--- src/rtl/collector_pkg.sv ---
// ============================================================================
//  Module      : collector_pkg
//  Description : Shared constants and helpers for the collector_n stream
//                collector: arbitration mode encodings and select-width
//                calculation.
//  Revision    : 1.0 - initial release
// ============================================================================
`default_nettype none

package collector_pkg;

    // Arbitration modes
    localparam int PRI_LOW  = 0;    // lowest requesting index wins
    localparam int PRI_HIGH = 1;    // highest requesting index wins
    localparam int PRI_RR   = 2;    // round-robin starting after the last winner

    // Ceiling log2; clog2(1) = 0
    function automatic int clog2(input int value);
        int result;
        result = 0;
        for (int i = 0; i < 31; i++) begin
            if ((1 << i) < value) begin
                result = i + 1;
            end
        end
        return result;
    endfunction

    // Width of the channel select bus, never narrower than one bit
    function automatic int sel_width(input int channels);
        return (clog2(channels) > 1) ? clog2(channels) : 1;
    endfunction

endpackage

`default_nettype wire

--- src/rtl/stream_slice.sv ---
// ============================================================================
//  Module      : stream_slice
//  Description : One-stage valid/ready register slice.
//                BURST = "yes" : main + skid entry, accepts a beat every cycle
//                                while the skid entry is empty.
//                BURST = "no"  : single entry, ready only when empty, so a
//                                continuous stream runs at half rate.
//                The consumer side pops through i_pop (only while o_valid).
//  Revision    : 1.0 - initial release
//
//  Ports
//    clk, rst   : clock, synchronous active-high reset (empties the slice)
//    i_valid    : upstream valid
//    o_ready    : upstream ready
//    i_data     : upstream payload
//    o_valid    : slice holds a beat
//    o_data     : payload of the oldest held beat
//    i_pop      : remove the oldest beat this cycle
// ============================================================================
`default_nettype none

module stream_slice #(
    parameter int WIDTH = 33,
    parameter     BURST = "yes"
) (
    input  logic             clk,
    input  logic             rst,
    input  logic             i_valid,
    output logic             o_ready,
    input  logic [WIDTH-1:0] i_data,
    output logic             o_valid,
    output logic [WIDTH-1:0] o_data,
    input  logic             i_pop
);

    logic             w_push;
    logic             r_main_vld;
    logic [WIDTH-1:0] r_main_data;

    assign w_push  = i_valid && o_ready;
    assign o_valid = r_main_vld;
    assign o_data  = r_main_data;

    generate
        if (BURST == "yes") begin : g_skid
            logic             r_skid_vld;
            logic [WIDTH-1:0] r_skid_data;

            // Ready depends only on the skid entry, so upstream never sees a
            // combinational path from the downstream pop.
            assign o_ready = !r_skid_vld;

            always_ff @(posedge clk) begin
                if (rst) begin
                    r_main_vld <= 1'b0;
                    r_skid_vld <= 1'b0;
                end else if (i_pop && r_skid_vld) begin
                    // Skid full means input is blocked; just shift skid forward
                    r_main_data <= r_skid_data;
                    r_skid_vld  <= 1'b0;
                end else if (i_pop || !r_main_vld) begin
                    r_main_vld  <= w_push;
                    r_main_data <= i_data;
                end else if (w_push) begin
                    r_skid_vld  <= 1'b1;
                    r_skid_data <= i_data;
                end
            end
        end else begin : g_single
            assign o_ready = !r_main_vld;

            always_ff @(posedge clk) begin
                if (rst) begin
                    r_main_vld <= 1'b0;
                end else if (i_pop) begin
                    r_main_vld <= 1'b0;
                end else if (w_push) begin
                    r_main_vld  <= 1'b1;
                    r_main_data <= i_data;
                end
            end
        end
    endgenerate

endmodule

`default_nettype wire

--- src/rtl/collector_n.sv ---
// ============================================================================
//  Module      : collector_n
//  Description : N-channel stream collector. Each input stream is buffered in
//                its own stream_slice; an arbiter (fixed-priority low/high or
//                round-robin) picks one slice for the single output stream.
//                The grant is frozen while the output is stalled.
//                Optional packet lock: macro COLLECTOR_N_PKT_LOCK_EN.
//  Revision    : 1.0 - initial release
//
//  Ports
//    iCLK, iRST  : clock, synchronous active-high reset
//    iValid_AM   : per-channel input valid        [CHANNELS]
//    oReady_AM   : per-channel input ready        [CHANNELS]
//    iData_AM    : channel k at [k*WIDTH +: WIDTH]
//    iLast_AM    : per-channel end-of-packet (used only with packet lock)
//    oValid_BM   : output valid
//    iReady_BM   : output ready
//    oSelect_BM  : index of the channel presented
//    oData_BM    : data of the presented beat
//    oLast_BM    : last flag of the presented beat (0 without packet lock)
// ============================================================================
`default_nettype none

module collector_n
    import collector_pkg::*;
#(
    parameter int WIDTH    = 32,
    parameter int CHANNELS = 4,
    parameter     BURST    = "yes",
    parameter int PRIORITY = 2
) (
    input  logic                           iCLK,
    input  logic                           iRST,
    input  logic [CHANNELS-1:0]            iValid_AM,
    output logic [CHANNELS-1:0]            oReady_AM,
    input  logic [CHANNELS*WIDTH-1:0]      iData_AM,
    input  logic [CHANNELS-1:0]            iLast_AM,
    output logic                           oValid_BM,
    input  logic                           iReady_BM,
    output logic [sel_width(CHANNELS)-1:0] oSelect_BM,
    output logic [WIDTH-1:0]               oData_BM,
    output logic                           oLast_BM
);

    localparam int            C_SW        = sel_width(CHANNELS);
    localparam int            C_SLICE_W   = WIDTH + 1;   // payload + last flag
    localparam logic [C_SW-1:0] C_PTR_RESET = C_SW'(CHANNELS - 1);

    logic [CHANNELS-1:0]  w_sv;
    logic [CHANNELS-1:0]  w_pop;
    logic [C_SLICE_W-1:0] w_sdata [CHANNELS];
    logic [C_SLICE_W-1:0] w_sel_word;
    logic [C_SW-1:0]      w_arb_sel;
    logic [C_SW-1:0]      w_grant;
    logic                 w_grant_vld;
    logic                 w_xfer;
    logic                 w_ptr_adv;
    logic [C_SW:0]        w_scan;
    logic [C_SW-1:0]      r_sel;
    logic [C_SW-1:0]      r_ptr;
    logic                 r_hold;

`ifdef COLLECTOR_N_PKT_LOCK_EN
    logic                 r_lock;
    logic [C_SW-1:0]      r_lock_ch;
`endif

    // ------------------------------------------------------------------
    // Per-channel input slices; the last flag travels with the payload
    // ------------------------------------------------------------------
    generate
        for (genvar k = 0; k < CHANNELS; k++) begin : g_slice
            logic w_last_in;
`ifdef COLLECTOR_N_PKT_LOCK_EN
            assign w_last_in = iLast_AM[k];
`else
            assign w_last_in = 1'b0;
`endif
            stream_slice #(
                .WIDTH (C_SLICE_W),
                .BURST (BURST)
            ) u_slice (
                .clk     (iCLK),
                .rst     (iRST),
                .i_valid (iValid_AM[k]),
                .o_ready (oReady_AM[k]),
                .i_data  ({w_last_in, iData_AM[k*WIDTH +: WIDTH]}),
                .o_valid (w_sv[k]),
                .o_data  (w_sdata[k]),
                .i_pop   (w_pop[k])
            );
        end
    endgenerate

    // ------------------------------------------------------------------
    // Free-running arbitration over the slice valids
    // ------------------------------------------------------------------
    always_comb begin
        w_arb_sel = '0;
        w_scan    = '0;
        if (PRIORITY == PRI_LOW) begin
            for (int i = CHANNELS - 1; i >= 0; i--) begin
                if (w_sv[i]) w_arb_sel = C_SW'(i);
            end
        end else if (PRIORITY == PRI_HIGH) begin
            for (int i = 0; i < CHANNELS; i++) begin
                if (w_sv[i]) w_arb_sel = C_SW'(i);
            end
        end else begin
            // Scan from pointer+CHANNELS down to pointer+1 (mod CHANNELS) so
            // the final hit is the first requester above the pointer.
            for (int i = CHANNELS; i >= 1; i--) begin
                w_scan = {1'b0, r_ptr} + (C_SW+1)'(i);
                if (w_scan >= (C_SW+1)'(CHANNELS)) begin
                    w_scan = w_scan - (C_SW+1)'(CHANNELS);
                end
                if (w_sv[w_scan[C_SW-1:0]]) w_arb_sel = w_scan[C_SW-1:0];
            end
        end
    end

    // ------------------------------------------------------------------
    // Grant: a stalled beat keeps its grant; a locked packet owns the output
    // ------------------------------------------------------------------
    always_comb begin
        w_grant     = w_arb_sel;
        w_grant_vld = |w_sv;
        if (r_hold) begin
            w_grant     = r_sel;
            w_grant_vld = w_sv[r_sel];
        end
`ifdef COLLECTOR_N_PKT_LOCK_EN
        if (r_lock) begin
            w_grant     = r_lock_ch;
            w_grant_vld = w_sv[r_lock_ch];
        end
`endif
    end

    assign oValid_BM  = w_grant_vld;
    assign oSelect_BM = w_grant_vld ? w_grant : r_sel;
    assign w_sel_word = w_sdata[oSelect_BM];
    assign oData_BM   = w_sel_word[WIDTH-1:0];
    assign w_xfer     = oValid_BM && iReady_BM;
    assign w_pop      = w_xfer ? (CHANNELS'(1) << w_grant) : '0;

`ifdef COLLECTOR_N_PKT_LOCK_EN
    assign oLast_BM  = w_sel_word[WIDTH];
    // Inside a packet the pointer waits for the closing beat
    assign w_ptr_adv = w_sel_word[WIDTH];

    always_ff @(posedge iCLK) begin
        if (iRST) begin
            r_lock    <= 1'b0;
            r_lock_ch <= '0;
        end else if (w_xfer) begin
            r_lock    <= !w_sel_word[WIDTH];
            r_lock_ch <= w_grant;
        end
    end
`else
    logic w_unused_last;
    assign w_unused_last = ^{iLast_AM, w_sel_word[WIDTH]};
    assign oLast_BM      = 1'b0;
    assign w_ptr_adv     = 1'b1;
`endif

    always_ff @(posedge iCLK) begin
        if (iRST) begin
            r_sel  <= '0;
            r_ptr  <= C_PTR_RESET;
            r_hold <= 1'b0;
        end else begin
            r_sel  <= oSelect_BM;
            r_hold <= oValid_BM && !iReady_BM;
            if (w_xfer && w_ptr_adv) begin
                r_ptr <= w_grant;
            end
        end
    end

endmodule

`default_nettype wire

--- config.mk ---
export PLATFORM = sky130hd
export DESIGN_NAME = collector_n
export DESIGN_NICKNAME = d
export VERILOG_FILES = /design/src/rtl/collector_pkg.sv /design/src/rtl/stream_slice.sv /design/src/rtl/collector_n.sv
export SDC_FILE = /design/constraint.sdc
export NUM_CORES = 1
export LEC_CHECK = 0
export ABC_AREA = 0
export CAP_MARGIN = 0
export CORE_ASPECT_RATIO = 1.4
export CORE_MARGIN = 10
export CORE_UTILIZATION = 58
export DETAILED_ROUTE_END_ITERATION = 8
export PLACE_DENSITY = 0.85
export SYNTH_ARGS = -nofsm -noshare
export SYNTH_HDL_FRONTEND = slang
export SYNTH_SLANG_ARGS = --single-unit
export TNS_END_PERCENT = 50
--- constraint.sdc ---
create_clock -name iCLK -period 8.9 [get_ports iCLK]
set_input_delay 2.225 -clock iCLK [delete_from_list [all_inputs] [get_ports iCLK]]
set_output_delay 2.225 -clock iCLK [all_outputs]
set_load 0.05 [all_outputs]
==> impl_results.md, run 1 <==
* Later-pin clock latency in the skew report at 520 ps
* CTS Root Cell: clkbuf_16
* CP Class: reg -> out
* Final period util at 75.86%
* Critical path data required time at 6680 ps
* ANT nets after route at 0
* Post-synth EDFFs at 256
* Yosys cell types at 42
* Worst-Margin Slew at 1209 ps
* Clock power frac at 32.2%
* Initial antenna violation count at 2
* CTS buffer count at 26
* Top_reg_cell synth: edfxtp_1
* DRT iter0 DRCs at 486
* Sequential-to-total area share from yosys stat at 70.81%
* Initial DRT Pass Iterations at 5
* Layout cells sized above 1 at 22.70%
* Nets at 934
* I/O Pins at 179
* Vias after detailed routing at 6239
* Slew HR at 19.24%
* Most common cell after layout, fill and taps aside: edfxtp_1
* Internal Dissipation at 2.515 mW
* Asr flop ratio synth at 0%
* Post-cts resize count at 0
* Slew Limit Fails at 0
* Startpoint types: register
* Mapped Area at 11220 µm²
* CP arrival at 4530 ps
* Final core occ at 73.65%
* Buffer count from post-CTS setup fixing at 0
* Sw frac at 29.35%
* Crit path time final at 6752 ps
* Layout area overhead at 25.62%
* Total core area at 19140 µm²
* Critical Path End Type: primary output
* First-pass GRT wire length at 39740 µm
* Initial Util at 58.63%
* Setup_tns at 0 ps
* Fmax at 148.1 MHz
* P_leak at 5.062 nW
* # setup viols final at 0
* H-tree depth at 1
* Worst vdd ir at 0.1862 mV
* Post-route DRC at 0
* Final Wtd Congestion at 0.8284
* Final-report hold violation count at 0
* P_sw at 1.044 mW
* Register bit total from synthesis at 269
* Smallest hold slack at 539.0 ps
* CTS tree: yes
* Clock Sinks at 269
* Tot GR Track Use at 20.49%
* Cell Rows at 60
* Synthesized instance count at 623
* Non-Filler Instances at 1065
* Placed insts at 1015
* Synth Net Count at 762
* Die height at 184.6 µm
* Synth warn at 0
* Status: finished, final reports clean
* Hold Crit Class: reg -> reg
* Fin Clk Skew at 13.45 ps
* Grt ovf at 0
* Die ar. at 25400 µm²
* Max clock buf depth at 3
* Vias in the first global route at 6868
* Crit-path max FO at 61
* Wire per inst at 24.78 µm
* CTS Hold Buffers Added at 0
* DPL Wire Length at 17470 µm
* Max Cap Viol at 0
* Largest net degree at the start of global routing at 62
* Power Density at 252.4 nW/µm²
* Number of port buffers at 173
* Post-Route WL at 26390 µm
* Sequential Power Share at 42.4%
* Commonest non-fill, non-tap cells in the layout: edfxtp_1, clkdlybuf4s50_1, mux2i_1
* RSZ-0062 raised after global routing: false
* Die X-Extent at 137.6 µm
* Clock transition at path regs at 60 ps
* Combinational power share at 25.3%
* Average cell area after synthesis at 18.02 µm²
* Vias per inst at 5.858
flip-flops by register name, summed over array words and instances (netlist names):
name,cells
g_slice.u_slice.g_skid.r_skid_data,128
g_slice.u_slice.g_skid.r_skid_vld,4
g_slice.u_slice.o_data,128
g_slice.u_slice.o_valid,4
r_hold,1
r_ptr,2
r_sel,2
critical path, cell delays in order, from the launching register on:
cell             delay (ps)
dfxtp_1                 440
nor4_1                  570
a2111oi_0               220
a31oi_4                 370
buf_4                   840
mux2i_1                 220
mux2i_1                 310
clkdlybuf4s50_1         870
cells in the mapped netlist (2+ instances only):
library cell	number	share of area [%]
buf_4	6	0.40
a211oi_1	5	0.33
nand3_1	3	0.13
nor3_1	12	0.54
buf_2	23	1.0
edfxtp_1	256	68
nor2_1	11	0.37
mux2_2	95	9.5
mux2i_1	99	8.8
nand2b_1	2	0.11
dfxtp_1	13	2.3
clkbuf_1	3	0.10
a211o_1	2	0.16
o21ba_2	2	0.18
inv_1	6	0.20
mux2_4	30	4.0
nand2_1	7	0.23
and2_1	3	0.17
mux2_1	3	0.30
buf_6	3	0.30
a21oi_1	9	0.40
buf_1	2	0.067
nor2b_1	9	0.50
kinds of logic after synthesis:
family,synth area share [%]
compound gates,1.851
other cells,0.03341
simple gates,2.542
buf+inv,2.096
flops,70.81
mux,22.67
metrics by stage:
stage / power [mW] / instance area, µm² / worst slack [ps]
2_1_floorplan: 2.111 / 11220 / 3511
3_3_place_gp: 2.416 / 13200 / 2859
3_5_place_dp: 2.439 / 13200 / 2793
4_1_cts: 3.584 / 14090 / 2195
5_1_grt: 3.669 / 14100 / 2064
6_report: 3.559 / 14100 / 2148
layer usage:
layer	track usage [%]	part of all wire, %
met5	0	0
met4	6.932	2.6
met3	3.787	6.0
met2	35.63	53
met1	24.84	39
area by class of cell:
cell class / count / area, µm²
antenna: 2 / 5.005
clock buffer: 30 / 686.9
clock inverter: 18 / 203.9
fill: 1188 / 5044
inverter: 6 / 22.52
multi-input combinational: 311 / 3132
sequential: 269 / 7948
tap: 248 / 310.3
timing repair buffer: 181 / 1792
final timing paths:
path,start,to,slack [ps],depth (start not counted)
worst max-delay path,g_slice[3].u_slice.o_valid,oData_BM[10],2150,7
worst min-delay path,g_slice[1].u_slice.g_skid.r_skid_data[0],g_slice[1].u_slice.o_data[0],540,1
worst min register to register,g_slice[1].u_slice.g_skid.r_skid_data[0],g_slice[1].u_slice.o_data[0],540,1
worst max register to register,g_slice[0].u_slice.o_valid,g_slice[1].u_slice.o_data[31],5250,5
power by group through the flow:
stage | Combinational, mW | Clock (mW) | Sequential, mW
after floorplan | 0.587 | 0 | 1.52
after global placement | 0.886 | 0 | 1.53
after detailed placement | 0.903 | 0 | 1.54
after CTS | 0.907 | 1.17 | 1.51
after global routing | 0.938 | 1.21 | 1.52
final | 0.902 | 1.15 | 1.51
Power figures use the tool's default switching activity.
==> inputs of run 2 (changes only) <==
--- a/config.mk
+++ b/config.mk
@@ -9,9 +9,9 @@
 export CAP_MARGIN = 0
 export CORE_ASPECT_RATIO = 1.4
 export CORE_MARGIN = 10
-export CORE_UTILIZATION = 58
+export CORE_UTILIZATION = 48
 export DETAILED_ROUTE_END_ITERATION = 8
-export PLACE_DENSITY = 0.85
+export PLACE_DENSITY = 0.76
 export SYNTH_ARGS = -nofsm -noshare
 export SYNTH_HDL_FRONTEND = slang
 export SYNTH_SLANG_ARGS = --single-unit
==> constraint.sdc (replaced) <==
create_clock -name iCLK -period 6.05 [get_ports iCLK]
set_input_delay 1.5125 -clock iCLK [delete_from_list [all_inputs] [get_ports iCLK]]
set_output_delay 1.5125 -clock iCLK [all_outputs]
set_load 0.05 [all_outputs]
==> run 2 against run 1 <==
Utilization shrank 12 points. Largest cell class unchanged. Global-route usage down 3.0 points. Sequential share of layout area shrank 0.33 points. Setup slack worse by 1800 ps. Highest routed layer unchanged.
==> impl_results.md, run 2 (synthesized netlist as in run 1, its figures left out) <==
* Status: finished, final reports clean
* Buffer count from post-CTS setup fixing at 0 (unchanged)
* Crit-path max FO at 26 (-57%)
* Crit path time final at 5689 ps
* CP arrival at 4180 ps (-350 ps)
* Hold Crit Class: reg -> reg
* Grt met2 use at 31.85% (-3.8 points)
* P_leak at 5.080 nW (+0.37%)
* CTS buffer count at 26 (unchanged)
* Max Cap Viol at 0 (unchanged)
* # setup viols final at 0 (unchanged)
* I/O Pins at 179 (unchanged)
* Cell Chain, Critical Path: nor2_1, o41ai_1, or2_1, o22a_2, buf_4, mux2i_1, clkdlybuf4s50_1
* Antenna Diode Count at 0 (-2)
* Clock Sinks at 269 (unchanged)
* First-pass GRT wire length at 40700 µm (+2.4%)
* Cell Rows at 66 (+10%)
* Grt ovf at 0 (unchanged)
* Number of port buffers at 173 (unchanged)
* Largest net degree at the start of global routing at 33 (-47%)
* H-tree depth at 1 (unchanged)
* CP Class: reg -> out
* RSZ-0062 raised after global routing: false
* Total core area at 23120 µm² (+21%)
* Hold path cells at 1 (unchanged)
* Grt met1 use at 20.29% (-4.6 points)
* Global routing's busiest layer: met2
* Commonest non-fill, non-tap cells in the layout: edfxtp_1, clkdlybuf4s50_1, mux2i_1
* Vias per inst at 5.413 (-7.6%)
* Reg2reg start: g_slice[2].u_slice.o_valid
* Sw frac at 29.68% (+0.34 points)
* Smallest hold slack at 541.1 ps (+2.155 ps)
* Clock transition at path regs at 60 ps (about the same)
* Setup_tns at 0 ps (unchanged)
* Die ar. at 29990 µm² (+18%)
* Critical Path End Type: primary output
* Internal Dissipation at 3.592 mW (+43%)
* Layout cells sized above 1 at 23.24% (+0.55 points)
* Initial DRT Pass Iterations at 5 (unchanged)
* Vias in the first global route at 6959 (+1.3%)
* Slew HR at 23.73% (+4.5 points)
* Tot GR Track Use at 17.47% (-3.0 points)
* Startpoint types: register
* Max clock buf depth at 3 (unchanged)
* DRT iter0 DRCs at 342 (-30%)
* Final Wtd Congestion at 0.9018 (+8.9%)
* Slowest CP cell: o22a_2
* DPL Wire Length at 18500 µm (+5.9%)
* Critical path data required time at 4540 ps (-2140 ps)
* CTS tree: yes
* Final period util at 94.04%
* Hold Crit Start: g_slice[1].u_slice.g_skid.r_skid_data[31]
* Post-cts resize count at 0 (unchanged)
* Later-pin clock latency in the skew report at 520 ps (about the same)
* R2r worst-path depth at 5 (unchanged)
* Post-Route WL at 26430 µm (+0.14%)
* CTS Root Cell: clkbuf_16
* Combinational power share at 26.3% (+1.0 points)
* CTS Hold Buffers Added at 0 (unchanged)
* Die height at 200.9 µm (+8.8%)
* Die X-Extent at 149.2 µm (+8.5%)
* Wire per inst at 23.34 µm (-5.8%)
* Met3 usage at 3.384% (-0.40 points)
* Total chip power at 5.109 mW (+44%)
* Sequential Power Share at 43.5% (+1.1 points)
* Fin Clk Skew at 5.549 ps (-7.903 ps)
* Post-route DRC at 0 (unchanged)
* Slew Limit Fails at 0 (unchanged)
* Layout area overhead at 26.35%
* Most common cell after layout, fill and taps aside: edfxtp_1
* ANT nets after route at 0 (unchanged)
* Initial antenna violation count at 0 (-2)
* Worst vdd ir at 0.2844 mV (+53%)
* Final-report hold violation count at 0 (unchanged)
* Initial Util at 48.54% (-10 points)
* P_sw at 1.516 mW (+45%)
* Power Density at 360.2 nW/µm² (+43%)
* Crit path from: g_slice[3].u_slice.o_valid
* Nets at 945 (+1.2%)
* Vias after detailed routing at 6127 (-1.8%)
* Fmax at 175.8 MHz
* Worst-Margin Slew at 1144 ps (-64.73 ps)
* Clock power frac at 30.2% (-2.0 points)
* CP max stage delay at 850 ps (-20 ps)
==> run 2: changes by cell type in the layout (fill, tap and decap cells not counted) <==
cell and change:
diode_2 -2, clkinv_1 -1, buf_4 +10, buf_12 +1, bufinv_16 -3, clkbuf_1 +5
clkinv_2 -1
==> run 2: routing by layer <==
metal / part of all wire [%] / up-vias / wire [µm]
li1: - / 2790 / -
met1: 38 / 3103 / 10030
met2: 54 / 197 / 14310
met3: 6.1 / 37 / 1602
met4: 1.8 / 0 / 480
met5: 0 / - / 0
==> run 2: area by class of cell <==
| type | instances | area (µm²) |
|---|---|---|
| Fill cell | 1699 | 8940 |
| Sequential cell | 269 | 7948 |
| Multi-Input combinational cell | 311 | 3132 |
| Timing Repair Buffer | 192 | 1887 |
| Clock buffer | 35 | 705.7 |
| Tap cell | 306 | 382.9 |
| Clock inverter | 13 | 105.1 |
| Inverter | 6 | 22.52 |
==> run 2: path summary, 6_finish.rpt <==
check                                       end  slack, ps
hold reg to reg   g_slice[1].u_slice.o_data[31]        540
setup / recovery                    oData_BM[3]        360
hold / removal    g_slice[1].u_slice.o_data[31]        540
setup reg to reg  g_slice[2].u_slice.o_data[25]       2420
==> run 2: critical path: cells and delay by family, from the launching register on <==
kind	cells	cell delay, ps
simple gates	2	460
mux	1	250
buf+inv	2	1160
flops	1	570
compound gates	2	1200
==> run 2: power by group through the flow <==
stage	clock network, mW	registers (mW)	logic (mW)
after global routing	1.66	2.23	1.41
final	1.54	2.22	1.34
after detailed placement	0	2.26	1.36
after floorplan	0	2.24	0.864
after global placement	0	2.25	1.33
after CTS	1.58	2.22	1.36
==> run 2: through the flow <==
step / cell area, µm² / setup WS, ps / instances / util [%]
2_1_floorplan: 11220 / 1374 / 623 / -
3_3_place_gp: 13370 / 1078 / 1084 / 57.83
3_5_place_dp: 13370 / 944.9 / 1084 / 57.83
4_1_cts: 14180 / 333.9 / 1132 / 61.34
5_1_grt: 14180 / 154.2 / 1132 / 61.34
6_report: 14180 / 360.9 / 1132 / 61.34
